$ cat config.mk
export PLATFORM = sky130hd
export DESIGN_NAME = jk_bank_sequencer
export DESIGN_NICKNAME = d
export VERILOG_FILES = /design/src/rtl/jk_bank_sequencer.sv
export SDC_FILE = /design/constraint.sdc
export NUM_CORES = 1
export LEC_CHECK = 0
export CAP_MARGIN = 15
export CORE_MARGIN = 10
export CORE_UTILIZATION = 25
export CTS_BUF_LIST = sky130_fd_sc_hd__clkbuf_16
export CTS_CLUSTER_DIAMETER = 150
export CTS_CLUSTER_SIZE = 16
export DETAILED_ROUTE_END_ITERATION = 16
export MAX_ROUTING_LAYER = met4
export PLACE_DENSITY = 0.56
export SKIP_LAST_GASP = 1
export SLEW_MARGIN = 20
export SYNTH_ARGS = -nofsm -noshare
export SYNTH_HDL_FRONTEND = slang
export SYNTH_SLANG_ARGS = --single-unit
$ cat constraint.sdc
create_clock -name Clock -period 3.3 [get_ports Clock]
set_input_delay 0.99 -clock Clock [delete_from_list [all_inputs] [get_ports Clock]]
set_output_delay 0.99 -clock Clock [all_outputs]
set_load 0.05 [all_outputs]
$ cat src/rtl/jk_bank_sequencer.sv
// jk_bank_sequencer: command-driven controller for a bank of WIDTH JK cells.
// A command (opcode, data, step count) is latched in IDLE. The bank is then
// driven for Count steps in RUN, and completion is signalled with a one-cycle
// Done pulse in DONE.
// Optional feature: define JKSEQ_ABORT_EN to add the Abort input. Abort stops
// a RUN early: Q holds for that cycle and the FSM goes on to DONE.
module jk_bank_sequencer #(
  parameter int WIDTH = 4
) (
  input  logic             Clock,
  input  logic             Reset,
  input  logic             Start,
  input  logic [2:0]       Cmd,
  input  logic [WIDTH-1:0] Data,
  input  logic [3:0]       Count,
`ifdef JKSEQ_ABORT_EN
  input  logic             Abort,
`endif
  output logic [WIDTH-1:0] J,
  output logic [WIDTH-1:0] K,
  output logic [WIDTH-1:0] Q,
  output logic             Busy,
  output logic             Done
);

  typedef enum logic [2:0] {
    OP_HOLD   = 3'd0,
    OP_CLEAR  = 3'd1,
    OP_SET    = 3'd2,
    OP_LOAD   = 3'd3,
    OP_TOGGLE = 3'd4,
    OP_UP     = 3'd5,
    OP_DOWN   = 3'd6,
    OP_SHIFT  = 3'd7
  } op_t;

  typedef enum logic [1:0] {
    S_IDLE = 2'd0,
    S_RUN  = 2'd1,
    S_DONE = 2'd2
  } state_t;

  state_t           state;
  op_t              op;
  logic [WIDTH-1:0] dat;
  logic [3:0]       remaining;
  logic             abort_now;
  logic [WIDTH-1:0] j_op;
  logic [WIDTH-1:0] k_op;
  logic             carry;

`ifdef JKSEQ_ABORT_EN
  assign abort_now = Abort;
`else
  assign abort_now = 1'b0;
`endif

  // Per-opcode J/K drive, derived only from the current Q and the latched command
  always_comb begin
    j_op  = '0;
    k_op  = '0;
    carry = 1'b1;
    case (op)
      OP_HOLD: begin
        j_op = '0;
        k_op = '0;
      end
      OP_CLEAR: begin
        j_op = '0;
        k_op = '1;
      end
      OP_SET: begin
        j_op = '1;
        k_op = '0;
      end
      OP_LOAD: begin
        j_op = dat;
        k_op = ~dat;
      end
      OP_TOGGLE: begin
        j_op = '1;
        k_op = '1;
      end
      OP_UP: begin
        // A bit toggles when every lower bit is 1; bit 0 always toggles
        for (int i = 0; i < WIDTH; i++) begin
          j_op[i] = carry;
          carry   = carry & Q[i];
        end
        k_op = j_op;
      end
      OP_DOWN: begin
        // A bit toggles when every lower bit is 0; bit 0 always toggles
        for (int i = 0; i < WIDTH; i++) begin
          j_op[i] = carry;
          carry   = carry & ~Q[i];
        end
        k_op = j_op;
      end
      OP_SHIFT: begin
        // Right shift; the latched serial-in bit enters at the MSB
        j_op = {dat[0], Q[WIDTH-1:1]};
        k_op = ~{dat[0], Q[WIDTH-1:1]};
      end
      default: begin
        j_op = '0;
        k_op = '0;
      end
    endcase
  end

  // Only RUN drives the bank; IDLE, DONE and an aborted cycle hold Q
  always_comb begin
    J = '0;
    K = '0;
    if (state == S_RUN && !abort_now) begin
      J = j_op;
      K = k_op;
    end
  end

  // Sequencer FSM with registered Busy/Done; reset overrides any Start
  always_ff @(posedge Clock) begin
    if (!Reset) begin
      state     <= S_IDLE;
      op        <= OP_HOLD;
      remaining <= '0;
      Busy      <= 1'b0;
      Done      <= 1'b0;
    end else begin
      case (state)
        S_IDLE: begin
          Done <= 1'b0;
          if (Start) begin
            op        <= op_t'(Cmd);
            remaining <= Count;
            Busy      <= 1'b1;
            if (Count != 4'd0) begin
              state <= S_RUN;
            end else begin
              state <= S_DONE;
              Done  <= 1'b1;
            end
          end
        end
        S_RUN: begin
          if (abort_now || remaining == 4'd1) begin
            state     <= S_DONE;
            remaining <= '0;
            Done      <= 1'b1;
          end else begin
            remaining <= remaining - 4'd1;
          end
        end
        S_DONE: begin
          state <= S_IDLE;
          Busy  <= 1'b0;
          Done  <= 1'b0;
        end
        default: begin
          state <= S_IDLE;
          Busy  <= 1'b0;
          Done  <= 1'b0;
        end
      endcase
    end
  end

  // LOAD value and serial-in bit, captured with an accepted command
  always_ff @(posedge Clock) begin
    if (state == S_IDLE && Start) begin
      dat <= Data;
    end
  end

  // JK bank: 00 hold, 01 reset, 10 set, 11 toggle
  always_ff @(posedge Clock) begin
    if (!Reset) begin
      Q <= '0;
    end else begin
      for (int i = 0; i < WIDTH; i++) begin
        case ({J[i], K[i]})
          2'b00:   Q[i] <= Q[i];
          2'b01:   Q[i] <= 1'b0;
          2'b10:   Q[i] <= 1'b1;
          default: Q[i] <= ~Q[i];
        endcase
      end
    end
  end

endmodule

==> results.yml, run 1 <==
run_status:
  status: "completed"
setup_path:
  endpoint_kind: "output port"
  timing.reg2reg.setup_slack_ns: 0.96
  critical_path_maximum_fanout: 24
  start_kind: "flip-flop"
  cp.required_ns: 2.31
  critical_path_arrival_ns: 2.09
  worst-r2r-cell-count: 7
  worstReg2RegEnd: "Q[3]$_SDFFE_PN0P_"
  critical_path.startpoint: "op[1]$_SDFFE_PN0P_"
  setup.worst_path.end: "J[3]"
  criticalPathCategory: "reg -> out"
  reg2reg_from: "op[1]$_SDFFE_PN0P_"
global_routing:
  grt_antenna_before_repair: 0
  grt_usage_pct: 8.00
  gr-usage-met1_pct: 9.60
  globalRoute.totalOverflow: 0
  grt_pass1_vias: 1214
  grt_met2_usage_pct: 13.1
  grt_start_max_net_pins: 27
  grt_pass1_wl_mm: 5.80
  grtUsageMet3_pct: 2.26
  grt_busiest_layer: "met2"
finish:
  layout_common_cells: "clkdlybuf4s50_1 (19), dfxtp_1 (15), nor2_1 (11), a21oi_1 (11)"
  layout.cells.most_common: "clkdlybuf4s50_1"
  finish.cell_count_without_fillers: 263
  post_layout_nets: 216
  diodes: 0
  post_route_cells_drive_above_1_share_pct: 11.0
  finish.instance_area_um2: 1840
  syn2layout_area_growth_pct: 27.8
sta:
  slew_headroom_pct: 49.1
  clock.fmax_mhz: 325
  period_minus_slack_ns: 3.08
  grt_setup_unrepaired: "false"
  totalNegativeSetupSlack_ns: 0
  report.final.slew_viol_count: 0
  timing_hold_violations_final: 0
  finalHoldWorstSlack_ns: 0.466
  setup_viol: 0
  worst_slew_pin_slew_ns: 0.763
  finalClockSkew_ns: 0.00156
  finalCritPeriodShare_pct: 93.2
clocking:
  max-clock-path-buffers: 2
  cts_resized: 0
  worst_skew_pair.late_latency_ns: 0.25
  cts_made_buffers: 3
  cts.repair_timing.setup_buffer_count: 0
  clk_transition_reported_paths_ns: 0.05
  cts_tree: "built"
  cts-root-buf: "clkbuf_16"
  cts-hold-fix-buffers: 0
  cts-htree-levels: 1
  clock_sink_count: 19
synth:
  yosys.area_share.adder_pct: 8.69
  synth.net_count: 193
  synth_seq_area_share_pct: 29.2
  synth_warnings: 0
  synth_edf_count: 4
  synth-async-reset-ratio_pct: 0
  synth_top_family_by_area: "compound AO/OA/AOI/OAI gates"
  synthesis.instances: 169
  syn-mean-instance-area_um2: 8.52
  netlist_area_um2: 1440
  ys_seq_elements: 19
  most_used_flip_flop_cell_after_synthesis: "dfxtp_1"
  yosys.area_share.simple_pct: 25.5
  post_synth_xor_area_fraction_pct: 0
  distinct_cells_synth: 52
  yosys-mux-area-fraction_pct: 3.13
  synth-compound-area-share_pct: 26.2
pwr:
  p_leak_uw: 0.000679
  post-layout-total-power_uw: 794
  pwr_density_cell_nw_per_um2: 431
  worst_ir_drop_vdd_mv: 0.232
floorplanning:
  die_x_um: 95.9
  floorplan.core_area_um2: 5540
  chipHeight_um: 95.9
  io-pin-count: 28
  core.rowCount: 27
  die_area_um2: 9200
  floorplan.initialDensity_pct: 26.0
route:
  post_drt_via_cell_ratio: 4.88
  total_length_of_routed_wires_mm: 3.56
  firstDrtPassIters: 4
  route.vias.total: 1283
  route.detailed.wl_per_inst_um: 13.5
  post-route-drc-count: 0
  first_iter_violations: 60
  route.antenna.remaining_nets: 0
placed_design:
  place.detailed.instances: 259
  detailed_place.area_um2: 1760
  place_congestion: 0.767
  post-dp-hpwl_mm: 2.68
  io_buffers: 27
worst_hold_path:
  hold_path_class: "reg -> reg"
run:
  max_cap_viols: 0
==> cell usage after synthesis (2+ instances only) <==
cell       number  area [µm²]
a2111oi_0       2        17.5
buf_4           3        22.5
nand3_1         4        20.0
nor2b_1         5        31.3
dfxtp_1        15         300
o21a_1          2        15.0
a21boi_0        4        30.0
nor3_1         10        50.1
inv_1           8        30.0
a21boi_1        2        15.0
o211a_1         2        20.0
o221a_1         2        22.5
nor2_1         11        41.3
a31oi_1         4        25.0
ha_1           10         125
a211oi_1        4        30.0
a21oi_1        11        55.1
nand3b_1        2        15.0
o21ai_0         4        20.0
mux2i_1         3        30.0
a211o_1         2        17.5
edfxtp_1        4         120
nand2_1        10        37.5
or3_1           4        25.0
nand2b_1        9        56.3
and2_1          2        12.5
buf_2           3        15.0
clkbuf_1        3        11.3
==> cells by family after synthesis <==
kind of cell	after synthesis
simple gates	65
compound gates	52
buf+inv	19
flops	19
fa+ha+maj	10
mux	4
==> layout make-up <==
class,count,area [µm²]
clock inverters,1,3.75
well taps,72,90.1
fillers,605,3700
clock buffers,3,75.1
repair buffers,29,290
inverters,8,30.0
multi-input cells,131,931
flip-flops and latches,19,420
==> layer usage <==
metal / part of all wire [%] / vias up
met5: 0 / -
met4: 0.51 / 0
met3: 4.3 / 2
met2: 47 / 19
met1: 48 / 590
li1: - / 672
==> sequential cells by signal (all words and copies together) (netlist names) <==
register,cells
dat,4
Busy,1
state,2
Done,1
op,3
Q,4
remaining,4
==> report_power, final <==
part	total [µW]	internal (µW)	switching, µW
logic	240	104	136
clock network	247	161	85.7
registers	307	264	42.9
==> worst max-delay path, stage by stage (launching register included) <==
cell and delay (ns):
dfxtp_1 0.75, nor4bb_1 0.37, a2bb2oi_1 0.18, a311oi_2 0.35
buf_12 0.19
==> stage by stage <==
stage	setup WS (ns)	util, %
after floorplan	0.0337	-
after global placement	0.547	31.8
after detailed placement	0.492	31.8
after CTS	0.230	33.2
after global routing	0.0263	33.2
final	0.223	33.2
==> worst min path at each step <==
stage	start	to	slack, ns	cells past startpoint
floorplan	remaining[1]$_SDFFE_PN0P_	remaining[1]$_SDFFE_PN0P_	0.53	1
global placement	Busy$_SDFFE_PN0P_	Busy$_SDFFE_PN0P_	0.46	2
finish	Busy$_SDFFE_PN0P_	Busy$_SDFFE_PN0P_	0.47	2
global route	Busy$_SDFFE_PN0P_	Busy$_SDFFE_PN0P_	0.52	2
CTS	Busy$_SDFFE_PN0P_	Busy$_SDFFE_PN0P_	0.47	2
detailed placement	Busy$_SDFFE_PN0P_	Busy$_SDFFE_PN0P_	0.46	2
(Power assumes the default switching activity.)
==> run 2: changes to the inputs <==
--- a/config.mk
+++ b/config.mk
@@ -6,6 +6,7 @@
 export NUM_CORES = 1
 export LEC_CHECK = 0
 export CAP_MARGIN = 15
+export CORE_ASPECT_RATIO = 0.75
 export CORE_MARGIN = 10
 export CORE_UTILIZATION = 25
 export CTS_BUF_LIST = sky130_fd_sc_hd__clkbuf_16
==> run 2 against run 1 <==
Worst hold slack gained 0.0030 ns. Core utilization grew 0.53 points. Design area grew 0.27%. Register-to-register slack is essentially flat. Critical path depth is the same. Sequential share of layout area shrank 0.062 points. First-iteration DRC count grew 15%. Clock power grew 2%. Flip-flop and latch count is the same. Largest cell class unchanged.
==> results.yml, run 2 (synthesis results as in run 1) <==
placed_design:
  io_buffers: 27
  post-dp-hpwl_mm: 2.72
  place_congestion: 0.826
pwr:
  pwr_density_cell_nw_per_um2: 433
  worst_ir_drop_vdd_mv: 0.166
  p_leak_uw: 0.000678
  post-layout-total-power_uw: 799
finish:
  syn2layout_area_growth_pct: 28.1
  layout_common_cells: "clkdlybuf4s50_1 (19), dfxtp_1 (15), nor2_1 (11), a21oi_1 (11)"
  post_route_cells_drive_above_1_share_pct: 11.5
  layout.cells.most_common: "clkdlybuf4s50_1"
  post_layout_nets: 216
  largest_registers: "Q (4), dat (4), remaining (4)"
  diodes: 0
  n_fill_cell: 606
global_routing:
  grt_start_max_net_pins: 25
  grt_antenna_before_repair: 0
  globalRoute.totalOverflow: 0
  grt_pass1_vias: 1108
  grt_pass1_wl_mm: 5.52
  grt_usage_pct: 7.59
clocking:
  cts.repair_timing.setup_buffer_count: 0
  cts-hold-fix-buffers: 0
  cts_made_buffers: 3
  clock_sink_count: 19
  worst_skew_pair.late_latency_ns: 0.25
  cts-root-buf: "clkbuf_16"
  max-clock-path-buffers: 2
  cts-htree-levels: 1
  cts_resized: 0
  clk_transition_reported_paths_ns: 0.06
  cts_tree: "built"
route:
  total_length_of_routed_wires_mm: 3.53
  route.vias.total: 1286
  route.antenna.remaining_nets: 0
  post_drt_via_cell_ratio: 4.83
  route.detailed.wl_per_inst_um: 13.3
  firstDrtPassIters: 4
  post-route-drc-count: 0
  first_iter_violations: 69
worst_hold_path:
  hold_path_startpoint: "Busy$_SDFFE_PN0P_"
  hold-path-endpoint: "Busy$_SDFFE_PN0P_"
  hold_path_class: "reg -> reg"
  timing.hold.worst_path_depth: 2
setup_path:
  critical_path_maximum_fanout: 24
  endpoint_kind: "output port"
  criticalPathCategory: "reg -> out"
  start_kind: "flip-flop"
  reg2reg_from: "op[1]$_SDFFE_PN0P_"
  crit_family: "flip-flops"
  worstReg2RegEnd: "Q[3]$_SDFFE_PN0P_"
  cp_num_buf_inv: 1
  timing.reg2reg.setup_slack_ns: 0.97
  critical_path_arrival_ns: 2.09
  crit_chain: "nor4bb_1 > a2bb2oi_1 > a311oi_2 > buf_12"
  cp_slowest_stage_delay_ns: 0.74
  worst-r2r-cell-count: 7
  cp.required_ns: 2.31
  slowest_stage: "dfxtp_1"
sta:
  worst_slew_pin_slew_ns: 0.661
  totalNegativeSetupSlack_ns: 0
  timing_hold_violations_final: 0
  report.final.slew_viol_count: 0
  clock.fmax_mhz: 324
  finalCritPeriodShare_pct: 93.4
  grt_setup_unrepaired: "false"
  setup_viol: 0
  slew_headroom_pct: 55.9
  period_minus_slack_ns: 3.08
  finalClockSkew_ns: 0.00213
floorplanning:
  floorplan.initialDensity_pct: 26.3
  floorplan.core_area_um2: 5470
  core.rowCount: 23
  die_x_um: 108
  chipHeight_um: 85.7
  io-pin-count: 28
  die_area_um2: 9230
run_status:
  status: "completed"
run:
  max_cap_viols: 0
run 2: metrics by stage:
stage | instances | hold slack (ns) | setup WS (ns) | utilization, % | area, µm²
2_1_floorplan | 169 | 0.526 | 0.0337 | - | 1460
3_3_place_gp | 262 | 0.452 | 0.514 | 32.3 | 1770
3_5_place_dp | 262 | 0.462 | 0.488 | 32.3 | 1770
4_1_cts | 266 | 0.476 | 0.215 | 33.8 | 1850
5_1_grt | 266 | 0.515 | 0.0155 | 33.8 | 1850
6_report | 266 | 0.469 | 0.218 | 33.8 | 1850
run 2: layer usage:
| layer | share of wire, % | GRT usage (%) |
|---|---|---|
| met5 | 0 | - |
| met4 | 0.68 | 2.18 |
| met3 | 4.4 | 2.39 |
| met2 | 41 | 10.6 |
| met1 | 54 | 10.1 |
run 2: cell type report:
| cell class | count | area (µm²) | share of cell area, % |
|---|---|---|---|
| Tap cell | 75 | 93.8 | 5.08 |
| Inverter | 8 | 30.0 | 1.63 |
| Multi-Input combinational cell | 131 | 931 | 50.4 |
| Sequential cell | 19 | 420 | 22.8 |
| Clock inverter | 1 | 5.00 | 0.271 |
| Timing Repair Buffer | 29 | 290 | 15.7 |
| Clock buffer | 3 | 75.1 | 4.07 |
run 2: worst min-delay path, cell delays in order (launching register included):
cell	delay, ns
dfxtp_1	0.33
a21oi_1	0.04
nor2_1	0.07
run 2: power by group:
| part | internal [µW] | leakage [µW] | total, µW | switching, µW |
|---|---|---|---|---|
| clock network | 163 | 0.0000409 | 253 | 90.2 |
| logic | 105 | 0.000476 | 239 | 134 |
| registers | 264 | 0.000162 | 308 | 44.0 |
run 2: worst max path at each step:
stage	from	cells after the start	slack, ns	end
after floorplan	Q[0]$_SDFFE_PN0P_	4	0.03	K[1]
after global placement	op[1]$_SDFFE_PN0P_	4	0.51	J[3]
after detailed placement	op[1]$_SDFFE_PN0P_	4	0.49	J[3]
after CTS	op[1]$_SDFFE_PN0P_	4	0.21	J[3]
after global routing	op[1]$_SDFFE_PN0P_	4	0.02	J[3]
final	op[1]$_SDFFE_PN0P_	4	0.22	J[3]
